$ cat config.mk
export PLATFORM = sky130hd
export DESIGN_NAME = adc_spi_cfg
export DESIGN_NICKNAME = d
export VERILOG_FILES = /design/src/rtl/adc_spi_cfg.sv
export SDC_FILE = /design/constraint.sdc
export NUM_CORES = 1
export LEC_CHECK = 0
export CORE_ASPECT_RATIO = 0.8
export CORE_UTILIZATION = 48
export CTS_BUF_LIST = sky130_fd_sc_hd__clkbuf_8
export CTS_CLUSTER_SIZE = 30
export DETAILED_ROUTE_END_ITERATION = 16
export GPL_TIMING_DRIVEN = 1
export HOLD_SLACK_MARGIN = 0.15
export PLACE_DENSITY = 0.7
export SLEW_MARGIN = 10
export SYNTH_ARGS = -nofsm -noshare
export SYNTH_HDL_FRONTEND = slang
export SYNTH_SLANG_ARGS = --single-unit
$ cat constraint.sdc
create_clock -name clk -period 2.4 [get_ports clk]
set_input_delay 0.24 -clock clk [delete_from_list [all_inputs] [get_ports clk]]
set_output_delay 0.24 -clock clk [all_outputs]
set_load 0.01 [all_outputs]
$ cat src/rtl/adc_spi_cfg.sv
// adc_spi_cfg: initiator for the ADC serial control port.
// Accepts one register read/write command at a time, shifts a 24-bit frame
// MSB-first on adc_sdi and returns the 16 data bits read back on adc_sdo.
// Every ADC pin comes straight from a flop. cmd_ready and busy are decoded
// from the state register only.
`timescale 1ns/1ps

module adc_spi_cfg #(
    parameter int CLK_DIV = 4,   // adc_sclk half-period in clk cycles (>= 2)
    parameter int SCS_GAP = 2    // adc_scs-high time between frames, in half-periods (>= 1)
) (
    input  logic        clk,
    input  logic        rst_n,
    input  logic        cmd_valid,
    output logic        cmd_ready,
    input  logic        cmd_rw,
    input  logic [3:0]  cmd_addr,
    input  logic [15:0] cmd_wdata,
    output logic        rsp_valid,
    output logic [15:0] rsp_rdata,
    output logic        busy,
    output logic        adc_scs,
    output logic        adc_sclk,
    output logic        adc_sdi,
    input  logic        adc_sdo
);

    // Last clk count of one sclk half-period.
    localparam logic [15:0] DIV_LAST  = 16'(CLK_DIV - 1);
    // The GAP state is one cycle shorter than the scs-high time, because the
    // IDLE cycle that accepts the next command also counts as scs-high time.
    localparam logic [15:0] GAP_LAST  = 16'(SCS_GAP * CLK_DIV - 2);
    // The sclk edge counter counts edges already driven, from 1 to 48.
    localparam logic [5:0]  EDGE_LAST = 6'd48;  // fall 24 has been driven
    localparam logic [5:0]  SDI_LIMIT = 6'd46;  // falls 1..23 load the next sdi bit
    localparam logic [5:0]  CAP_FIRST = 6'd16;  // the next rise is rise 9

    typedef enum logic [2:0] {
        ST_IDLE  = 3'd0,
        ST_SETUP = 3'd1,
        ST_SHIFT = 3'd2,
        ST_HOLD  = 3'd3,
        ST_GAP   = 3'd4
    } state_t;

    // Frame layout: rw, three zero bits, address, then write data (zero on reads).
    function automatic logic [23:0] build_frame(input logic rw, input logic [3:0] addr,
                                                input logic [15:0] wdata);
        build_frame = {rw, 3'b000, addr, (rw ? 16'h0000 : wdata)};
    endfunction

    state_t       state_r;
    state_t       state_nxt_s;
    logic         accept_s;
    logic         hp_end_s;
    logic         gap_end_s;
    logic         shift_done_s;
    logic [23:0]  frame_s;

    logic [15:0]  div_cnt_r;
    logic [5:0]   edge_cnt_r;
    logic [22:0]  shift_r;
    logic         rw_r;
    logic [15:0]  rdata_sh_r;
    logic         adc_scs_r;
    logic         adc_sclk_r;
    logic         adc_sdi_r;
    logic         rsp_valid_r;
    logic [15:0]  rsp_rdata_r;

    assign hp_end_s     = (div_cnt_r == DIV_LAST);
    assign gap_end_s    = (div_cnt_r == GAP_LAST);
    assign shift_done_s = (edge_cnt_r == EDGE_LAST);
    assign frame_s      = build_frame(cmd_rw, cmd_addr, cmd_wdata);

    assign cmd_ready = (state_r == ST_IDLE);
    assign busy      = (state_r != ST_IDLE);
    assign adc_scs   = adc_scs_r;
    assign adc_sclk  = adc_sclk_r;
    assign adc_sdi   = adc_sdi_r;
    assign rsp_valid = rsp_valid_r;
    assign rsp_rdata = rsp_rdata_r;

    // State register.
    always_ff @(posedge clk or negedge rst_n) begin
        if (!rst_n) begin
            state_r <= ST_IDLE;
        end else begin
            state_r <= state_nxt_s;
        end
    end

    // Next-state decode and the command accept strobe.
    always_comb begin
        state_nxt_s = state_r;
        accept_s    = 1'b0;
        case (state_r)
            ST_IDLE: begin
                if (cmd_valid) begin
                    accept_s    = 1'b1;
                    state_nxt_s = ST_SETUP;
                end else begin
                    state_nxt_s = ST_IDLE;
                end
            end
            ST_SETUP: begin
                if (hp_end_s) begin
                    state_nxt_s = ST_SHIFT;
                end else begin
                    state_nxt_s = ST_SETUP;
                end
            end
            ST_SHIFT: begin
                if (hp_end_s && shift_done_s) begin
                    state_nxt_s = ST_HOLD;
                end else begin
                    state_nxt_s = ST_SHIFT;
                end
            end
            ST_HOLD: begin
                if (hp_end_s) begin
                    state_nxt_s = ST_GAP;
                end else begin
                    state_nxt_s = ST_HOLD;
                end
            end
            ST_GAP: begin
                if (gap_end_s) begin
                    state_nxt_s = ST_IDLE;
                end else begin
                    state_nxt_s = ST_GAP;
                end
            end
            default: begin
                state_nxt_s = ST_IDLE;
            end
        endcase
    end

    // Frame datapath: timing counters, pin drivers, read capture and response.
    always_ff @(posedge clk or negedge rst_n) begin
        if (!rst_n) begin
            div_cnt_r   <= 16'h0000;
            edge_cnt_r  <= 6'd0;
            shift_r     <= 23'h000000;
            rw_r        <= 1'b0;
            rdata_sh_r  <= 16'h0000;
            adc_scs_r   <= 1'b1;
            adc_sclk_r  <= 1'b0;
            adc_sdi_r   <= 1'b0;
            rsp_valid_r <= 1'b0;
            rsp_rdata_r <= 16'h0000;
        end else begin
            rsp_valid_r <= 1'b0;
            case (state_r)
                ST_IDLE: begin
                    div_cnt_r <= 16'h0000;
                    if (accept_s) begin
                        adc_scs_r  <= 1'b0;
                        adc_sdi_r  <= frame_s[23];
                        shift_r    <= frame_s[22:0];
                        rw_r       <= cmd_rw;
                        rdata_sh_r <= 16'h0000;
                        edge_cnt_r <= 6'd0;
                    end
                end
                ST_SETUP: begin
                    if (hp_end_s) begin
                        div_cnt_r  <= 16'h0000;
                        adc_sclk_r <= 1'b1;           // sclk rise 1
                        edge_cnt_r <= 6'd1;
                    end else begin
                        div_cnt_r <= div_cnt_r + 16'h0001;
                    end
                end
                ST_SHIFT: begin
                    if (hp_end_s) begin
                        div_cnt_r <= 16'h0000;
                        if (!shift_done_s) begin
                            adc_sclk_r <= ~adc_sclk_r;
                            edge_cnt_r <= edge_cnt_r + 6'd1;
                            // Falling edge: present the next frame bit (falls 1..23).
                            if (adc_sclk_r && (edge_cnt_r < SDI_LIMIT)) begin
                                adc_sdi_r <= shift_r[22];
                                shift_r   <= {shift_r[21:0], 1'b0};
                            end
                            // Rising edge 9..24 of a read: sample the data phase.
                            if (!adc_sclk_r && rw_r && (edge_cnt_r >= CAP_FIRST)) begin
                                rdata_sh_r <= {rdata_sh_r[14:0], adc_sdo};
                            end
                        end
                    end else begin
                        div_cnt_r <= div_cnt_r + 16'h0001;
                    end
                end
                ST_HOLD: begin
                    if (hp_end_s) begin
                        div_cnt_r   <= 16'h0000;
                        adc_scs_r   <= 1'b1;
                        adc_sdi_r   <= 1'b0;
                        rsp_valid_r <= 1'b1;
                        rsp_rdata_r <= rw_r ? rdata_sh_r : 16'h0000;
                    end else begin
                        div_cnt_r <= div_cnt_r + 16'h0001;
                    end
                end
                ST_GAP: begin
                    if (gap_end_s) begin
                        div_cnt_r <= 16'h0000;
                    end else begin
                        div_cnt_r <= div_cnt_r + 16'h0001;
                    end
                end
                default: begin
                    div_cnt_r <= 16'h0000;
                end
            endcase
        end
    end

endmodule

* Word level (Yosys, flattened, before mapping)
Index checks and enable logic that the tools add are counted.
Cells by class: $add $sub $neg 2, $mul 0, divide/modulo/power cells 0, magnitude comparators 2, eq/ne operators 14, shifts and indexed selects 0, multiplexer cells 42, bitwise logic cells 1, reduce and logical (&&, ||, !) cells 21
Operators by type and width (number):
- $mux W16 | 8
- $mux W23 | 4
- $pmux W16 S2 | 2
- $pmux W23 S2 | 1
- $mux W6 | 4
- $pmux W6 S3 | 1
- $add A16 B1 Y16 const B | 1
- $eq A16 B2 Y1 const B | 1
- $eq A16 B3 Y1 const B | 1
- $mux W1 | 15
- $pmux W3 S5 | 1
- $reduce_and A5 Y1 | 3
- $ne A2 B2 Y1 const B | 6
- $reduce_bool A3 Y1 | 3
- $add A6 B1 Y6 const B | 1
- $eq A3 B2 Y1 const B | 2
- $eq A6 B6 Y1 const B | 1
- $ge A6 B5 Y1 const B | 1
- $lt A6 B6 Y1 const B | 1
- $mux W3 | 2
- $reduce_and A6 Y1 | 1
- $reduce_bool A2 Y1 | 3
- $logic_and A1 B1 Y1 | 4
- $pmux W1 S2 | 2
- 12 further kinds | 13
Word-level totals: flip-flop bits (word level) 85, latch bits 0, bits in writable memories 0, bits in read-only memories 0, bits of input ports 25, output and inout bits 22, word-level logic and storage cells 93, memories kept 0

* Depth between registers and ports, before layout
Gate-level depths: netlist (run 1).
depth after elaboration 7, depth in mapped cells 8, depth with buffers taken out 7

* Worst setup path before layout (run 1)
No wires, ideal clock.
kind reg2reg, from register div_cnt_r[0], to register rdata_sh_r[10], library setup time 0.121 ns, data arrival time 1.744 ns, slack 0.535 ns, cell stages (with the launch flop) 8, period minus slack after synthesis 1.865 ns, cell sequence dfrtp_1 -> ha_1 -> nor4b_4 -> nand4_4 -> nor2_2 -> o21ai_2 -> buf_6 -> a22o_1
On the way: word-level cells in the longest chain between the ends 3
Ends and longest elaborated chain:
- from (decl) | line 60 | logic [15:0] div_cnt_r;
- from (signal assigned) | line 173 | div_cnt_r <= div_cnt_r + 16'h0001;
- from (signal assigned) | line 193 | div_cnt_r <= div_cnt_r + 16'h0001;
- from (signal assigned) | line 204 | div_cnt_r <= div_cnt_r + 16'h0001;
- $eq A16 B2 Y1 | line 71 | assign hp_end_s = (div_cnt_r == DIV_LAST);
- $ne A2 B2 Y1 (no source line)
- $reduce_and A5 Y1 (no source line)
- to (signal assigned) | line 189 | rdata_sh_r <= {rdata_sh_r[14:0], adc_sdo};
- to (decl) | line 64 | logic [15:0] rdata_sh_r;
Every way passes these cells. A chain may end at the register's enable or synchronous reset.

* Worst setup path in the final report (run 1)
from register div_cnt_r[0], to register rdata_sh_r[1]
Same word-level chain as after synthesis.

==> metrics.txt, run 1 <==
mean post-synth cell area=9.88 um2; starting density of the core=0.497; antenna cells=0; min Tclk post-route=2120 ps; Post-Synth XOR/XNOR Area=0.0309; main combinational cell family by area after synthesis=simple AND/OR/NAND/NOR gates; Final Hold Viols=0; largest net degree at the start of global routing=48; core box area=7980 um2; synth warn=0; unrepaired setup endpoints after global routing=no; H-Tree Depth=3; latest clock arrival within the worst-skew pair=350 ps; total of max-cap violations=0; post-synthesis cell area=3970 um2; Psw=1.48 mW; max_slew headroom=0.601; Sw Share=0.331; total global-route track usage=0.192; Setup WS post-layout=280 ps; Syn-to-layout area delta=20.3%; Final Power=4.46 mW; Worst R2R Setup Slack=280 ps; Gate power share=0.278; Iteration-0 DRC Markers=222; Final period util=0.883; # IOs=47; maximum clock insertion buffer count=2; Worst Path Arrival=2410 ps; post_cts resized=0; FF-to-FF Start=div_cnt_r[0]; outcome=finished clean; path category of the worst min-delay check=input pin to async pin; Die Area=8640 um2; via count=2915; Synth Instances=402; CTS Buf Count=9; Reg power frac=0.448; mux contribution to synthesized area=0.00567; global-route wire length before repair=13200 um; Critical Path Fanout Max=16; WL final=7410 um; Clock power frac=0.274; Power Density=935 nW/um2; grt total ovfl=0; worst vdd ir=0.000751 V; EDFF count, synth=0; syn nets=431; DIE HEIGHT=83.4 um; wire length per cell=13.3 um; #FFs+latches synth=85; HPWL after detailed placement=4970 um; Startpoint Class=register; post-layout util=0.598; Clk pin slew, worst setup/hold paths=80 ps; FP Rows=29; CTS Sinks=85; Final ANT Viol Nets=0; fmax=472 MHz; Int Pwr=2.99 mW; Die X=104 um; vias in the first global route=2811; buffers added on ports=46; fraction of layout cells with a size suffix above 1=0.0911; Setup CP Type=register to register; Worst Tran Pin Value=598 ps; clk_skew=7.93 ps; Reg2Reg Depth=5; CP required=2690 ps; post-synthesis compound-gate area fraction=0.152; main flop type after synthesis=dfrtp_1; First-pass DRT Iterations=4; Post-Synth Adder-Cell Area=0.0126; root buffer cell=clkbuf_8; CTS tree=built; static leakage=2.05 nW; TNS Setup=0 ps; Post-synth ARST share=1.00; initial antenna violation count=0; simple-gate share of the synthesized area=0.219; routed vias/inst=5.22; gp weighted congestion=0.795; Final setup viols=0; Worst Setup End Kind=register; Max Slew Vio Count=0; Synth cell types=47; Post-layout nets=474; # DRC=0; Seq/Total Area, Yosys=0.536; Worst Setup Slack post-DPL=299 ps; Crit Reg-Reg Endpoint=rdata_sh_r[1]
## power groups by stage
| stage | logic, mW | clock network (mW) | registers [mW] |
|---|---|---|---|
| finish | 1.24 | 1.22 | 2.00 |
| global route | 1.41 | 1.32 | 2.05 |
| CTS | 1.26 | 1.26 | 2.00 |
| detailed placement | 1.25 | 0 | 2.02 |
| global placement | 1.22 | 0 | 2.01 |
| floorplan | 0.971 | 0 | 1.94 |
## kinds of logic after synthesis
logic type / Yosys count
simple gates: 168
compound gates: 95
flops: 85
buf+inv: 34
xor+xnor: 14
fa+ha+maj: 4
mux: 2
## worst max-delay path by stage
| stage | startpoint | to | slack (ps) |
|---|---|---|---|
| floorplan | div_cnt_r[0] | rdata_sh_r[10] | 540 |
| global placement | div_cnt_r[0] | rdata_sh_r[2] | 350 |
| detailed placement | div_cnt_r[0] | rdata_sh_r[1] | 300 |
| CTS | div_cnt_r[0] | rdata_sh_r[10] | 240 |
| global route | div_cnt_r[0] | rdata_sh_r[9] | 90 |
| finish | div_cnt_r[0] | rdata_sh_r[1] | 280 |
## layer usage
metal | wire length, um | global-route usage | up-vias
met5 | 0 | 0 | -
met4 | 28 | 0.0636 | 0
met3 | 326 | 0.0447 | 2
met2 | 3330 | 0.290 | 58
met1 | 3730 | 0.273 | 1369
li1 | - | - | 1486
## registers in the layout, indices dropped and copies added (netlist names)
signal,flops
rdata_sh_r,16
rsp_rdata,16
adc_sdi,1
rw_r,1
adc_scs,1
rsp_valid,1
edge_cnt_r,6
shift_r,23
div_cnt_r,16
adc_sclk,1
state_r,3
## through the flow
step | instance area, um2 | std cells | hold WS, ps
4_1_cts | 4780 | 558 | 425
5_1_grt | 4780 | 558 | 442
3_3_place_gp | 4520 | 541 | 286
6_report | 4780 | 558 | 427
3_5_place_dp | 4520 | 541 | 284
2_1_floorplan | 3970 | 402 | -55.6
## layout make-up
cell class | count | area (um2)
Fill cell | 716 | 3210
Sequential cell | 85 | 2130
Multi-Input combinational cell | 283 | 1670
Timing Repair Buffer | 55 | 553
Clock buffer | 10 | 138
Tap cell | 108 | 135
Clock inverter | 6 | 110
Inverter | 11 | 41.3
## synth_stat cells, types with 2 or more instances
cell / number / area [um2]
a21oi_1: 35 / 175
a22o_1: 17 / 149
a31oi_1: 6 / 37.5
and3_1: 18 / 113
and4_1: 2 / 17.5
buf_2: 6 / 30.0
buf_4: 2 / 15.0
buf_6: 4 / 45.0
clkbuf_1: 11 / 41.3
dfrtp_1: 84 / 2100
ha_1: 4 / 50.1
inv_1: 11 / 41.3
mux2_2: 2 / 22.5
nand2_1: 58 / 218
nand3_1: 14 / 70.1
nand3b_1: 2 / 15.0
nand4_1: 5 / 31.3
nand4b_1: 3 / 26.3
nor2_1: 44 / 165
nor2b_1: 3 / 18.8
nor3_1: 8 / 40.0
nor4_4: 2 / 42.5
o21ai_0: 20 / 100
o21ai_1: 3 / 15.0
o22a_1: 2 / 17.5
o2bb2ai_1: 3 / 26.3
xnor2_1: 6 / 52.6
xor2_1: 8 / 70.1
## cells in the final DEF (no fill, tap or decap), drive strengths merged, types with 6 or more instances in the layout
master,instances
o21ai,25
a31oi,6
a21oi,36
xnor2,6
a22o,17
nand4,6
inv,13
and3,18
buf,9
clkdlybuf4s50,45
clkbuf,10
nand3,15
nand2,58
xor2,8
dfrtp,84
nor2,45
nor3,10
## critical path, stage by stage (launching register included)
cell	delay, ps
dfrtp_1	390
ha_1	300
nor4b_4	320
nand4_4	240
nor3_4	580
a22o_1	220
## timing repair
action                                 in CTS  in global routing
hold buffers                                1                  0
setup buffers                               0                  0
endpoints found under the hold margin      45                  0
Power figures use the tool's default switching activity.
==> inputs of run 2 (changes only) <==
GPL_TIMING_DRIVEN = 0   (was 1)
==> run 2 against run 1 <==
Against the previous run:
- design area increased by 0.55%
- cell count increased by 2.9%
- critical path type unchanged
- worst hold slack got worse by 52 ps
==> metrics.txt, run 2 (synthesis gave the netlist of run 1 again) <==
outcome=finished clean; buffers added on ports=46 (unchanged); worst vdd ir=0.000645 V (-14%); Worst Setup End Kind=register; First-pass DRT Iterations=4 (unchanged); number of flip-flops in the largest register=23 (unchanged); CTS Hold Buffers Added=1 (unchanged); initial antenna violation count=0 (unchanged); max_slew headroom=0.599 (-0.00223); maximum clock insertion buffer count=2 (unchanged); Max Slew Vio Count=0 (unchanged); Post-layout nets=490 (+3.4%); root buffer cell=clkbuf_8; FP Rows=29 (unchanged); Final ANT Viol Nets=0 (unchanged); CTS Buf Count=9 (unchanged); latest clock arrival within the worst-skew pair=360 ps (about the same); Worst R2R Setup Slack=210 ps (-70 ps); HPWL after detailed placement=5400 um (+8.8%); TNS Setup=0 ps (unchanged); Final Hold Viols=0 (unchanged); post-route insts no fill=574 (+2.9%); static leakage=2.07 nW (+0.83%); core box area=7980 um2 (unchanged); grt total ovfl=0 (unchanged); placed insts=557 (+3.0%); most frequent cells in the layout=dfrtp_1 (84), nand2_1 (58), clkdlybuf4s50_1 (45); Iteration-0 DRC Markers=114 (-49%); WP buf/inv=1 (+1); Die Area=8640 um2 (unchanged); # DRC=0 (unchanged); delay-heaviest family, CP=simple AND/OR/NAND/NOR gates; Power Density=904 nW/um2 (-3.3%); starting density of the core=0.497 (unchanged); fraction of layout cells with a size suffix above 1=0.0987 (+0.00760); unrepaired setup endpoints after global routing=no; post-CTS setup buffer count=0 (unchanged); commonest non-fill, non-tap cell in the layout=dfrtp_1; total global-route track usage=0.193 (+0.00147); Worst Path Arrival=2420 ps (about the same); Critical Path Fanout Max=10 (-6); # IOs=47 (unchanged); slowest CP cell=dfrtp_1; WL final=7730 um (+4.3%); Clk pin slew, worst setup/hold paths=90 ps (about the same); wire length per cell=13.5 um (+1.4%); gp weighted congestion=0.783 (-1.5%); vias in the first global route=2835 (+0.85%); antenna cells=0 (unchanged); Min Hold Slack=375 ps (-52.0 ps); Setup CP Type=register to register; Startpoint Class=register; CP cell instances=ha_1 > nor4b_4 > nand4_4 > o21ai_4 > buf_2 > a31oi_1; Die X=104 um (unchanged); Worst path max stage delay=400 ps (-180 ps); Setup WS post-layout=210 ps (-70.0 ps); global-route wire length before repair=13400 um (+1.4%); min Tclk post-route=2190 ps (+70.0 ps); Final period util=0.913 (+0.0292); largest net degree at the start of global routing=51 (+6.3%); CP required=2630 ps (-60 ps); path category of the worst min-delay check=input pin to async pin; H-Tree Depth=3 (unchanged); Worst Tran Pin Value=597 ps (-1.17 ps); post_cts resized=0 (unchanged); total of max-cap violations=0 (unchanged); largest register by flop count=shift_r; DIE HEIGHT=83.4 um (unchanged); CTS tree=built; Final setup viols=0 (unchanged); Syn-to-layout area delta=20.9%; via count=3037 (+4.2%); clk_skew=10.4 ps (+2.46 ps); fmax=457 MHz (-3.2%); routed vias/inst=5.29 (+1.3%); CTS Sinks=85 (unchanged); Worst Setup Slack post-DPL=211 ps (-87.9 ps)
## run 2: cell types whose count changed in the layout (fill, tap and decap cells not counted), moves of 3 or more
cell	before	now
buf_2	0	6
clkbuf_1	0	11
buf_4	7	3
buf_6	0	4
clkinv_4	0	3
## run 2: per-layer routing
metal  vias to the layer above  wire, um  track usage
met5                         -         0            0
met4                         0        77       0.0675
met3                         7       262       0.0440
met2                        55      3480        0.289
met1                      1456      3910        0.277
li1                       1519         -            -
## run 2: area by class of cell
type	count	area, um2
fill	721	3180
sequential	85	2130
multi-input combinational	283	1670
timing repair buffer	48	495
tap	108	135
buffer	23	131
clock buffer	9	124
clock inverter	7	76.3
inverter	11	41.3
## run 2: power breakdown
group          total, mW  internal, mW  switching (mW)
clock               1.01         0.486           0.526
combinational       1.37         0.575           0.796
sequential          1.96          1.73           0.224
total               4.34          2.79            1.55
## run 2: worst paths after layout
kind                         startpoint            end  depth (start not counted)
max reg2reg                div_cnt_r[0]    shift_r[17]                          6
min in group clk            cmd_addr[2]    shift_r[18]                          3
min                               rst_n   rsp_rdata[5]                          2
max in group asynchronous         rst_n  edge_cnt_r[1]                          3
min reg2reg                     adc_scs        adc_scs                          2
max                        div_cnt_r[0]    shift_r[17]                          6
## run 2: stage by stage
step | power [mW] | cell area (um2) | util
CTS | 4.38 | 4800 | 0.602
floorplan | 2.91 | 3970 | -
global route | 4.62 | 4800 | 0.602
finish | 4.34 | 4800 | 0.602
global placement | 3.31 | 4570 | 0.572
detailed placement | 3.36 | 4590 | 0.575
